$ cat src/rtl/mac_dot_seq.sv
// mac_dot_seq: sequences one dot-product job through an external combinational
// dual-lane 16x16 signed MAC (a0*b0 + a1*b1 + csum_in) and presents the 32-bit
// sum on a valid/ready result port.
//
// Ports:
//   clk, rst_n                  clock, asynchronous active-low reset
//   start, cfg_beats, cfg_keep  job launch (honoured only in IDLE); beat count; keep-acc flag
//   abort                       synchronous cancel in RUN/DONE (acc kept)
//   busy                        high in RUN or DONE
//   in_valid/in_ready           operand beat handshake
//   ain0, ain1, bin0, bin1      signed lane operands
//   mac_ain0/1, mac_bin0/1      operands to the MAC (zero unless a beat is accepted)
//   mac_csum_in/mac_csum_out    running sum to/from the MAC
//   res_valid/res_ready         result handshake
//   res_data                    signed 32-bit dot product (wraps modulo 2^32)
module mac_dot_seq #(
  parameter int CNT_W = 8
) (
  input  logic             clk,
  input  logic             rst_n,
  input  logic             start,
  input  logic [CNT_W-1:0] cfg_beats,
  input  logic             cfg_keep,
  input  logic             abort,
  output logic             busy,
  input  logic             in_valid,
  output logic             in_ready,
  input  logic [15:0]      ain0,
  input  logic [15:0]      ain1,
  input  logic [15:0]      bin0,
  input  logic [15:0]      bin1,
  output logic [15:0]      mac_ain0,
  output logic [15:0]      mac_ain1,
  output logic [15:0]      mac_bin0,
  output logic [15:0]      mac_bin1,
  output logic [31:0]      mac_csum_in,
  input  logic [31:0]      mac_csum_out,
  output logic             res_valid,
  input  logic             res_ready,
  output logic [31:0]      res_data
);

  typedef enum logic [1:0] {
    IDLE,
    RUN,
    DONE
  } state_e;

  state_e           state_q, state_d;
  logic [CNT_W-1:0] cnt_q, cnt_d;
  logic [31:0]      acc_q, acc_d;
  logic             beat_acc;

  always_ff @(posedge clk or negedge rst_n) begin
    if (!rst_n) begin
      state_q <= IDLE;
      cnt_q   <= '0;
      acc_q   <= '0;
    end else begin
      state_q <= state_d;
      cnt_q   <= cnt_d;
      acc_q   <= acc_d;
    end
  end

  // abort wins over a presented beat, so in_ready is withheld in that cycle.
  assign in_ready  = (state_q == RUN) && !abort;
  assign beat_acc  = in_valid && in_ready;
  assign busy      = (state_q != IDLE);
  assign res_valid = (state_q == DONE);
  assign res_data  = res_valid ? acc_q : '0;

  // Operands reach the MAC only on an accepted beat; the MAC is combinational,
  // so its output is captured into acc in the same cycle.
  assign mac_ain0    = beat_acc ? ain0 : '0;
  assign mac_ain1    = beat_acc ? ain1 : '0;
  assign mac_bin0    = beat_acc ? bin0 : '0;
  assign mac_bin1    = beat_acc ? bin1 : '0;
  assign mac_csum_in = acc_q;

  always_comb begin
    state_d = state_q;
    cnt_d   = cnt_q;
    acc_d   = acc_q;
    unique case (state_q)
      IDLE: begin
        if (start) begin
          acc_d   = cfg_keep ? acc_q : '0;
          cnt_d   = cfg_beats;
          state_d = (cfg_beats != '0) ? RUN : DONE;
        end
      end
      RUN: begin
        if (abort) begin
          state_d = IDLE;
          cnt_d   = '0;
        end else if (beat_acc) begin
          acc_d = mac_csum_out;
          cnt_d = cnt_q - CNT_W'(1);
          if (cnt_q == CNT_W'(1)) state_d = DONE;
        end
      end
      DONE: begin
        if (abort) begin
          state_d = IDLE;
          cnt_d   = '0;
        end else if (res_ready) begin
          state_d = IDLE;
        end
      end
      default: state_d = IDLE;
    endcase
  end

endmodule

$ cat config.mk
export PLATFORM = sky130hd
export DESIGN_NAME = mac_dot_seq
export DESIGN_NICKNAME = d
export VERILOG_FILES = /design/src/rtl/mac_dot_seq.sv
export SDC_FILE = /design/constraint.sdc
export NUM_CORES = 1
export LEC_CHECK = 0
export CORE_AREA = 2 2 93 95
export CTS_BUF_LIST = sky130_fd_sc_hd__clkbuf_2 sky130_fd_sc_hd__clkbuf_4 sky130_fd_sc_hd__clkbuf_8
export DETAILED_ROUTE_END_ITERATION = 8
export DIE_AREA = 0 0 95 97
export DONT_BUFFER_PORTS = 1
export SYNTH_ARGS = -nofsm -noshare
export SYNTH_HDL_FRONTEND = slang
export SYNTH_SLANG_ARGS = --single-unit
export TNS_END_PERCENT = 1
$ cat constraint.sdc
create_clock -name clk -period 2.4 [get_ports clk]
set_input_delay 0.24 -clock clk [delete_from_list [all_inputs] [get_ports clk]]
set_output_delay 0.24 -clock clk [all_outputs]
set_load 0.01 [all_outputs]
**Word-level counts from Yosys, hierarchy flattened**

Cells that the tools add are included.

- Multiplexer cells: 23
- $mul: 0
- $lt $le $gt $ge: 0
- Add/subtract/negate cells: 1
- Div/mod/pow operators: 0
- Reductions and logical operators: 11
- Equality and inequality tests: 11
- Bitwise operators: 0
- Shifts and indexed selects: 0

Operators with widths:

| operator | count |
|---|---|
| 2-to-1 mux 32 bit | 5 |
| 2-to-1 mux 16 bit | 4 |
| one-hot mux 32 bit (2 select lines) | 1 |
| 2-to-1 mux 8 bit | 4 |
| one-hot mux 8 bit (3 select lines) | 1 |
| 2-to-1 mux 2 bit | 7 |
| inequality test 2 bit (second input constant) | 5 |
| == test 8 x 1 -> 1 bit (second input constant) | 1 |
| AND reduction 4 bit | 2 |
| nonzero test 8 bit | 1 |
| subtractor 8 x 1 -> 8 bit (second input constant) | 1 |
| inequality test 3 x 2 -> 1 bit (second input constant) | 2 |
| one-hot mux 2 bit (3 select lines) | 1 |
| AND reduction 5 bit | 1 |
| nonzero test 2 bit | 2 |
| inequality test 3 bit (second input constant) | 1 |
| nonzero test 3 bit | 1 |
| == test 2 x 1 -> 1 bit (second input constant) | 1 |
| == test 2 bit (second input constant) | 1 |
| logical AND 1 bit | 2 |
| zero test 2 bit | 1 |
| zero test 1 bit | 1 |

- Memories: 0
- Bits in latches: 0
- Input bits: 111
- Logic and storage cells: 49
- Register bits after elaboration: 42
- Output and inout bits: 131
- Bits in writable memories: 0
- Memory bits (read-only): 0

**Longest topological paths before layout**

Gate-level depths: netlist of run 1.

- Word-level depth: 6
- Depth in mapped cells: 8
- Mapped depth without buffers: 7

**Worst setup path after synthesis of run 1**

Ideal clock, no wire load.

- Kind: reg2out
- Start: register state_q[1]
- End: output mac_ain0[0]
- Slack: 0.674 ns
- Cell stages (with the launch flop): 8
- Buffers on the path: 3
- Arrival: 1.486 ns
- Required time: 2.160 ns
- Cells stage by stage: dfrtp_1 inv_1 ha_1 buf_4 and3b_1 buf_4 clkbuf_1 and2_1

- Longest elaborated chain between the ends: 4

RTL lines:

| what | line | text |
|---|---|---|
| start: declaration | 49 | `state_e state_q, state_d;` |
| start signal: assignment | 60 | `state_q <= state_d;` |
| == test 2 x 1 -> 1 bit | 67 | `assign in_ready = (state_q == RUN) && !abort;` |
| logical AND 1 bit | 67 |  |
| logical AND 1 bit | 68 | `assign beat_acc = in_valid && in_ready;` |
| 2-to-1 mux 16 bit | 75 | `assign mac_ain0 = beat_acc ? ain0 : '0;` |
| end: declaration | 32 | `output logic [15:0] mac_ain0,` |

Every way passes these cells.

**Worst setup path in the final report of run 1**

- Start: register state_q[1]
- End: output mac_bin1[3]

- Longest elaborated chain between the ends: 4

RTL lines:

| what | line | text |
|---|---|---|
| == test 2 x 1 -> 1 bit | 67 |  |
| logical AND 1 bit | 67 |  |
| logical AND 1 bit | 68 |  |
| 2-to-1 mux 16 bit | 78 | `assign mac_bin1 = beat_acc ? bin1 : '0;` |
| end: declaration | 35 | `output logic [15:0] mac_bin1,` |

Every way passes these cells.

==> reports/qor.log, run 1 <==
[layout] ratio of cells with drive above 1 in the final layout 6.15%
[power] power density cells 1180 nW/um^2
[power] Reg power frac 41.6%
[synth] Top FF cell, synth sky130_fd_sc_hd__dfrtp_1
[worst_setup_path] reg-to-reg setup timing slack 0.43 ns
[clock_tree] clock-pin slew reported for the worst setup and hold paths after clock tree synthesis 0.09 ns
[route] post-detailed-route via-to-cell ratio 5.12
[synth] Synth Area in Compound Gates 14.1%
[worst_setup_path] signal arrival time at the worst endpoint 1.93 ns
[floorplanning] count of standard-cell rows 33
[layout] layout overhead on the synthesized area 7.88%
[timing] part of the cycle the worst path needs 90.2%
[synth] fraction of the yosys area taken by sequential cells 39.6%
[timing] maximum clock frequency 462 MHz
[clock_tree] CTS tree built
[worst_setup_path] type of the worst setup path flip-flop to output pin
[clock_tree] # resized after CTS 0
[worst_setup_path] Worst setup EP type output pin
[synth] xor-xnor portion of the synthesized cell area 0%
[worst_hold_path] classification of the worst-slack hold path input port to flip-flop
[synth] synthesized instance count 331
[worst_setup_path] buffering stage count on the worst path with inverters included 2
[grt] global-route wire length before repair 11500 um
[worst_setup_path] peak fanout along the critical path 64
[place] number of buffer cells added on primary ports 0
[clock_tree] number of clock buffers inserted by TritonCTS 5
[flow_run] Maximum Capacitance Violations 0
[timing] post-route setup TNS 0 ns
[power] power spent charging and discharging nets 0.00166 W
[synth] number of synthesized flops with an enable pin 0
[route] router iterations before antenna repair 4
[grt] vias in the first global route 1992
[timing] post-route minimum period 2.17 ns
[worst_setup_path] maximum cell stage delay along the critical path 0.42 ns
[clock_tree] later-pin clock latency in the skew report 0.29 ns
[floorplanning] die boundary width 95 um
[power] total chip power 0.00339 W
[worst_setup_path] cells on worst reg2reg path 7
[power] portion of total power attributed to the clock network 13.8%
[power] part of the total power dissipated in combinational logic 44.5%
[grt] GR Util All Layers 16.6%
[status] status completed
[synth] number of warnings reported in the yosys synthesis log 0
[route] Final ANT Viol Nets 0
[synth] adder-cell share of the synthesized area 2.83%
[layout] number of nets in the layout 441
[floorplanning] vertical die dimension 97 um
[route] DRC violation count after routing 0
[worst_setup_path] cells along the critical path inv_1, ha_1, and3b_1, buf_4, and2_1
[worst_hold_path] Worst Hold Depth 2
[route] final routed wire length divided by cell count 19.2 um
[power] standby leakage power 1.26 nW
[power] Int Pwr 0.00173 W
[timing] Worst Slack Setup Final 0.234 ns
[synth] simple-gate portion of the synthesized area 38.0%
[route] violation count after the first detailed-route iteration 62
[route] count of vias placed by the detailed router 2208
[grt] initial antenna violation count 3
[timing] Worst Skew 0.00796 ns
[synth] number of distinct library cells after synthesis 33
[synth] Seq cells post-synth 42
[clock_tree] maximum buffer depth of the clock tree 2
[synth] Mapped Nets 448
[timing] number of endpoints failing setup at the final stage 0
[power] sw frac 48.9%
[place] final weighted congestion in routability-driven placement 0.941
[synth] async set-or-reset flop fraction in the synthesized netlist 100%
[worst_hold_path] min-delay src mac_csum_out[15]
[worst_setup_path] launching point of the worst reg2reg path state_q[1]
[worst_setup_path] slowest library cell on the worst path sky130_fd_sc_hd__dfrtp_1
[worst_hold_path] Hold Path Sink mac_csum_in[15]
[timing] RSZ-0062 raised after global routing false
[route] drt total wl 8260 um
[place] total instance count after detailed placement 420
[synth] multiplexer share of the synthesized area 0.425%
[clock_tree] total number of H-tree levels 2
[clock_tree] Setup Fix Bufs, Post-CTS 0
[layout] fin cells 431
[floorplanning] area of the die 9220 sq um
[timing] final max-slew violation count 0
[worst_setup_path] dominant delay contributor by cell family on the critical path simple AND/OR/NAND/NOR gates
[worst_setup_path] capture instance of the worst register-to-register path cnt_q[7]
[worst_setup_path] Worst setup SP type flip-flop
[floorplanning] initial core utilization 32.6%
[floorplanning] placeable core area 8130 sq um
[synth] synthesized area divided by synthesized cell count 8.01 sq um
[clock_tree] total number of clock tree sinks 42
[timing] slew at the pin closest to its max-slew limit 0.616 ns
[place] DP HPWL 6560 um
[clock_tree] Clock Root Buffer sky130_fd_sc_hd__clkbuf_8
[timing] number of hold violations in the final report 0
[place] setup slack after placement 0.465 ns
[synth] dominant combinational cell family by area after synthesis simple AND/OR/NAND/NOR gates
[worst_setup_path] data required time at the worst endpoint 2.16 ns
[grt] largest net degree at the start of global routing 65
[power] worst ir drop on vdd 0.774 mV
[clock_tree] CTS Hold Buffers Added 2
[grt] leftover overflow at the end of global routing 0
[synth] cell area after synthesis 2650 sq um
[timing] normalized max-slew margin 58.9%
[floorplanning] io pins 242
[sequential cells by signal (all words and copies together) (netlist names)]
register	flops
state_q	2
mac_csum_in	32
cnt_q	8
[stage by stage]
step                      util, %  cell area, sq um  hold slack [ns]
after global routing         35.2              2860           0.0555
after floorplan                 -              2650          -0.0556
after detailed placement     33.7              2740          -0.0549
final                        35.2              2860           0.0702
after global placement       33.7              2740          -0.0547
after CTS                    35.1              2860           0.0629
[logic make-up after synthesis]
family	Yosys count
and+or+nand+nor	186
AOI/OAI and AO/OA	65
DFF	42
buffers and inverters	31
adders and majority gates	6
muxes	1
[synthesized netlist by cell type, types with 2 or more instances]
cell / n / share of area [%]
sky130_fd_sc_hd__a21oi_1: 10 / 1.9
sky130_fd_sc_hd__a22oi_1: 2 / 0.57
sky130_fd_sc_hd__and2_1: 96 / 23
sky130_fd_sc_hd__buf_2: 7 / 1.3
sky130_fd_sc_hd__buf_4: 2 / 0.57
sky130_fd_sc_hd__clkbuf_1: 12 / 1.7
sky130_fd_sc_hd__dfrtp_1: 42 / 40
sky130_fd_sc_hd__ha_1: 6 / 2.8
sky130_fd_sc_hd__inv_1: 9 / 1.3
sky130_fd_sc_hd__nand2_1: 65 / 9.2
sky130_fd_sc_hd__nand2b_1: 3 / 0.71
sky130_fd_sc_hd__nor2_1: 6 / 0.85
sky130_fd_sc_hd__nor2b_1: 4 / 0.94
sky130_fd_sc_hd__nor3_1: 3 / 0.57
sky130_fd_sc_hd__nor4_1: 3 / 0.71
sky130_fd_sc_hd__o21ai_0: 37 / 7.0
sky130_fd_sc_hd__o21ai_1: 8 / 1.5
[per-layer routing]
metal / routed length [um] / track usage [%] / up-vias
met1: 3400 / 21.7 / 1036
met3: 1110 / 10.2 / 6
met5: 27 / 0 / -
li1: - / - / 1055
met2: 3680 / 23.3 / 107
met4: 34 / 3.34 / 4
[final cells by class]
class	instances	area (sq um)
Sequential cell	42	1050
Tap cell	105	131
Clock inverter	2	13.8
Antenna cell	1	2.50
Timing Repair Buffer	7	80.1
Multi-Input combinational cell	258	1470
Clock buffer	6	76.3
Inverter	10	37.5
Fill cell	853	5270
[worst reg2reg max path, stage by stage, from the launching register on]
cell and delay, ns:
sky130_fd_sc_hd__dfrtp_1 0.42, sky130_fd_sc_hd__inv_1 0.09, sky130_fd_sc_hd__ha_1 0.21, sky130_fd_sc_hd__buf_4 0.35, sky130_fd_sc_hd__nand3b_2 0.26, sky130_fd_sc_hd__nor2b_1 0.28
sky130_fd_sc_hd__a32oi_1 0.13, sky130_fd_sc_hd__o21ai_0 0.15
[placed cells by master (no fill, tap or decap)]
cell type / n
sky130_fd_sc_hd__buf_12: 2
sky130_fd_sc_hd__inv_1: 9
sky130_fd_sc_hd__o2111ai_2: 1
sky130_fd_sc_hd__o21ai_0: 37
sky130_fd_sc_hd__clkinv_2: 1
sky130_fd_sc_hd__clkbuf_4: 1
sky130_fd_sc_hd__nor3_1: 3
sky130_fd_sc_hd__nor2b_1: 4
sky130_fd_sc_hd__nand3b_2: 1
sky130_fd_sc_hd__a22oi_1: 2
sky130_fd_sc_hd__a31oi_1: 1
sky130_fd_sc_hd__dlygate4sd3_1: 1
sky130_fd_sc_hd__o221ai_1: 1
sky130_fd_sc_hd__nor2_1: 6
sky130_fd_sc_hd__nand2b_2: 1
sky130_fd_sc_hd__ha_1: 6
sky130_fd_sc_hd__nand2_1: 65
sky130_fd_sc_hd__dfrtp_1: 42
sky130_fd_sc_hd__and3b_1: 1
sky130_fd_sc_hd__nor4_1: 3
sky130_fd_sc_hd__diode_2: 1
sky130_fd_sc_hd__a32oi_1: 1
sky130_fd_sc_hd__o22ai_4: 1
sky130_fd_sc_hd__clkinv_1: 1
sky130_fd_sc_hd__buf_4: 4
sky130_fd_sc_hd__a2bb2oi_1: 1
sky130_fd_sc_hd__clkbuf_8: 5
sky130_fd_sc_hd__nand2b_1: 3
sky130_fd_sc_hd__and4_1: 1
sky130_fd_sc_hd__mux2_1: 1
sky130_fd_sc_hd__a211oi_1: 1
sky130_fd_sc_hd__nor4_4: 1
sky130_fd_sc_hd__o21ai_1: 8
sky130_fd_sc_hd__a21oi_2: 1
sky130_fd_sc_hd__nand3_1: 1
sky130_fd_sc_hd__clkinv_4: 1
sky130_fd_sc_hd__a21oi_1: 10
sky130_fd_sc_hd__and2_1: 96
[worst max path at each step]
stage                     slack [ns]          end       start  depth (start not counted)
after floorplan                 0.67  mac_ain0[0]  state_q[1]                          7
after global placement          0.54     cnt_q[7]  state_q[1]                          7
after detailed placement        0.46     cnt_q[7]  state_q[1]                          7
after CTS                       0.22  mac_bin1[3]  state_q[1]                          5
after global routing            0.05  mac_bin1[3]  state_q[1]                          5
final                           0.23  mac_bin1[3]  state_q[1]                          5
[power groups by stage]
stage,sequential (W),combinational [W],clock [W]
after floorplan,0.00132,0.00123,0
after global placement,0.00142,0.00147,0
after detailed placement,0.00143,0.00150,0
after CTS,0.00142,0.00152,0.000484
after global routing,0.00147,0.00173,0.000527
final,0.00141,0.00151,0.000469
Note: power is estimated with default switching activity, not from simulation.
==> inputs of run 2 (changes only) <==
--- a/config.mk
+++ b/config.mk
@@ -5,10 +5,10 @@
 export SDC_FILE = /design/constraint.sdc
 export NUM_CORES = 1
 export LEC_CHECK = 0
-export CORE_AREA = 2 2 93 95
+export CORE_AREA = 2 2 94 96
 export CTS_BUF_LIST = sky130_fd_sc_hd__clkbuf_2 sky130_fd_sc_hd__clkbuf_4 sky130_fd_sc_hd__clkbuf_8
 export DETAILED_ROUTE_END_ITERATION = 8
-export DIE_AREA = 0 0 95 97
+export DIE_AREA = 0 0 96 98
 export DONT_BUFFER_PORTS = 1
 export SYNTH_ARGS = -nofsm -noshare
 export SYNTH_HDL_FRONTEND = slang
==> run 2 against run 1 <==
Combinational power barely moved. Fmax rose by 1.8%. Hold slack got worse by 0.0055 ns. Sequential share of layout area fell by 0.19 points. Sequential power barely moved. Core utilization fell by 1.2 points. Worst setup slack improved by 0.039 ns. Clock skew rose by 0.0037 ns. Critical path depth did not move. Clock-buffer cell count fell by 1. Critical endpoint is now mac_ain1[6]. Largest cell class unchanged. Largest power group unchanged.
==> reports/qor.log, run 2 (synthesis results as in run 1) <==
[status] status completed [unchanged]
[worst_setup_path] cells on worst reg2reg path 6 [was 7]
[power] standby leakage power 1.25 nW [was 1.26 nW]
[worst_setup_path] signal arrival time at the worst endpoint 1.89 ns [was 1.93 ns]
[route] met1 wire length 2910 um [was 3400 um]
[route] detailed route wirelength on metal2 4030 um [was 3680 um]
[timing] part of the cycle the worst path needs 88.6% [was 90.2%]
[route] final routed wire length divided by cell count 17.3 um [was 19.2 um]
[power] power density cells 1180 nW/um^2 [about the same]
[worst_setup_path] type of the worst setup path flip-flop to output pin [unchanged]
[timing] final max-slew violation count 0 [unchanged]
[power] worst ir drop on vdd 0.645 mV [was 0.774 mV]
[power] total chip power 0.00340 W [was 0.00339 W]
[clock_tree] later-pin clock latency in the skew report 0.30 ns [was 0.29 ns]
[floorplanning] io pins 242 [unchanged]
[worst_setup_path] reg-to-reg setup timing slack 0.66 ns [was 0.43 ns]
[layout] layout overhead on the synthesized area 8.44% [was 7.88%]
[clock_tree] Setup Fix Bufs, Post-CTS 0 [unchanged]
[grt] GR Util All Layers 14.9% [was 16.6%]
[worst_setup_path] Worst setup EP type output pin [unchanged]
[clock_tree] clock-pin slew reported for the worst setup and hold paths after clock tree synthesis 0.10 ns [was 0.09 ns]
[layout] number of nets in the layout 441 [unchanged]
[floorplanning] vertical die dimension 98 um [was 97 um]
[route] post-detailed-route via-to-cell ratio 5.09 [was 5.12]
[worst_hold_path] classification of the worst-slack hold path input port to flip-flop [unchanged]
[timing] normalized max-slew margin 61.7% [was 58.9%]
[clock_tree] maximum buffer depth of the clock tree 2 [unchanged]
[route] violation count after the first detailed-route iteration 88 [was 62]
[grt] global-route wire length before repair 11000 um [was 11500 um]
[place] DP HPWL 5840 um [was 6560 um]
[clock_tree] total number of H-tree levels 2 [unchanged]
[worst_setup_path] maximum cell stage delay along the critical path 0.42 ns [about the same]
[floorplanning] die boundary width 96 um [was 95 um]
[clock_tree] Clock Root Buffer sky130_fd_sc_hd__clkbuf_8 [unchanged]
[layout] ratio of cells with drive above 1 in the final layout 6.15% [unchanged]
[flow_run] Maximum Capacitance Violations 0 [unchanged]
[worst_hold_path] Worst Hold Depth 2 [unchanged]
[worst_setup_path] cells along the critical path inv_1, ha_1, and3b_1, buf_6, and2_1 [was inv_1, ha_1, and3b_1, buf_4, and2_1]
[route] Final ANT Viol Nets 0 [unchanged]
[timing] slew at the pin closest to its max-slew limit 0.574 ns [was 0.616 ns]
[timing] number of endpoints failing setup at the final stage 0 [unchanged]
[worst_setup_path] Worst setup SP type flip-flop [unchanged]
[layout] most common cell after layout, fill and taps aside sky130_fd_sc_hd__and2_1 [unchanged]
[clock_tree] CTS tree built [unchanged]
[timing] Worst Skew 0.0116 ns [was 0.00796 ns]
[floorplanning] count of standard-cell rows 34 [was 33]
[layout] antenna cells 0 [was 1]
[clock_tree] number of clock buffers inserted by TritonCTS 5 [unchanged]
[layout] max reg flops 32 [unchanged]
[timing] post-route setup TNS 0 ns [unchanged]
[floorplanning] placeable core area 8470 sq um [was 8130 sq um]
[route] drt total wl 7490 um [was 8260 um]
[route] topmost layer with routed signal wires met4 [was met5]
[grt] vias in the first global route 2063 [was 1992]
[timing] RSZ-0062 raised after global routing false [unchanged]
[timing] maximum clock frequency 470 MHz [was 462 MHz]
[grt] initial antenna violation count 0 [was 3]
[layout] commonest cells after routing, fill and taps aside sky130_fd_sc_hd__and2_1, sky130_fd_sc_hd__nand2_1, sky130_fd_sc_hd__dfrtp_1, sky130_fd_sc_hd__o21ai_0, sky130_fd_sc_hd__a21oi_1 [unchanged]
[timing] Hold Worst Slack 0.0647 ns [was 0.0702 ns]
[place] final weighted congestion in routability-driven placement 0.869 [was 0.941]
[grt] leftover overflow at the end of global routing 0 [unchanged]
[route] met3 wire len 506 um [was 1110 um]
[worst_setup_path] data required time at the worst endpoint 2.16 ns [about the same]
[timing] number of hold violations in the final report 0 [unchanged]
[place] number of buffer cells added on primary ports 0 [unchanged]
[route] DRC violation count after routing 0 [unchanged]
[timing] Worst Slack Setup Final 0.273 ns [was 0.234 ns]
[worst_setup_path] slowest library cell on the worst path sky130_fd_sc_hd__dfrtp_1 [unchanged]
[clock_tree] total number of clock tree sinks 42 [unchanged]
[worst_setup_path] peak fanout along the critical path 64 [unchanged]
[place] setup slack after placement 0.493 ns [was 0.465 ns]
[route] count of vias placed by the detailed router 2204 [was 2208]
[layout] layout filler cell count 890 [was 853]
[grt] largest net degree at the start of global routing 65 [unchanged]
[floorplanning] initial core utilization 31.3% [was 32.6%]
[timing] post-route minimum period 2.13 ns [was 2.17 ns]
[route] router iterations before antenna repair 4 [unchanged]
[floorplanning] area of the die 9410 sq um [was 9220 sq um]
-- run 2: changes by cell type in the layout (fill, tap and decap cells not counted), sizes merged --
cell      delta
clkbuf       -1
inv          +1
clkinv       -2
clkinvlp     +2
diode        -1
-- run 2: metal layers --
metal	up-vias	GRT usage [%]
met5	-	0
met2	102	25.7
met1	1048	19.0
li1	1050	-
met3	4	3.16
met4	0	2.97
-- run 2: final cells by class --
| cell class | instances | area, sq um | share of cell area, % |
|---|---|---|---|
| Multi-Input combinational cell | 258 | 1470 | 51.1 |
| Timing Repair Buffer | 7 | 91.3 | 3.18 |
| Clock inverter | 3 | 23.8 | 0.826 |
| Clock buffer | 5 | 68.8 | 2.39 |
| Tap cell | 108 | 135 | 4.70 |
| Sequential cell | 42 | 1050 | 36.5 |
| Inverter | 10 | 37.5 | 1.30 |
-- run 2: power by group --
part	internal (W)	switching [W]	leakage [nW]
Clock	0.000209	0.000279	0.0408
Combinational	0.000512	0.000993	0.656
Sequential	0.00101	0.000398	0.556
-- run 2: through the flow --
step / instances / utilization (%) / area (sq um)
5_1_grt: 433 / 34.0 / 2880
3_5_place_dp: 423 / 32.4 / 2740
6_report: 433 / 34.0 / 2880
2_1_floorplan: 331 / - / 2650
4_1_cts: 433 / 33.9 / 2870
3_3_place_gp: 423 / 32.4 / 2740
-- run 2: worst max-delay path, delay by kind of cell, from the launching register on --
family	cells	cell delay, ns
fa+ha+maj	1	0.25
buf+inv	2	0.38
flops	1	0.42
simple gates	2	0.54
-- run 2: repair_timing --
item,CTS,global route
resized for setup,0,1
hold buffers,2,0
setup endpoints to repair,0,52
hold endpoints to repair,42,0
-- run 2: final timing paths --
check,from,endpoint
worst min-delay path,mac_csum_out[20],mac_csum_in[20]
worst min register to register,cnt_q[1],cnt_q[1]
worst max register to register,state_q[1],cnt_q[3]
min in group asynchronous,rst_n,mac_csum_in[5]
max in group asynchronous,rst_n,cnt_q[4]
worst max-delay path,state_q[1],mac_ain1[6]
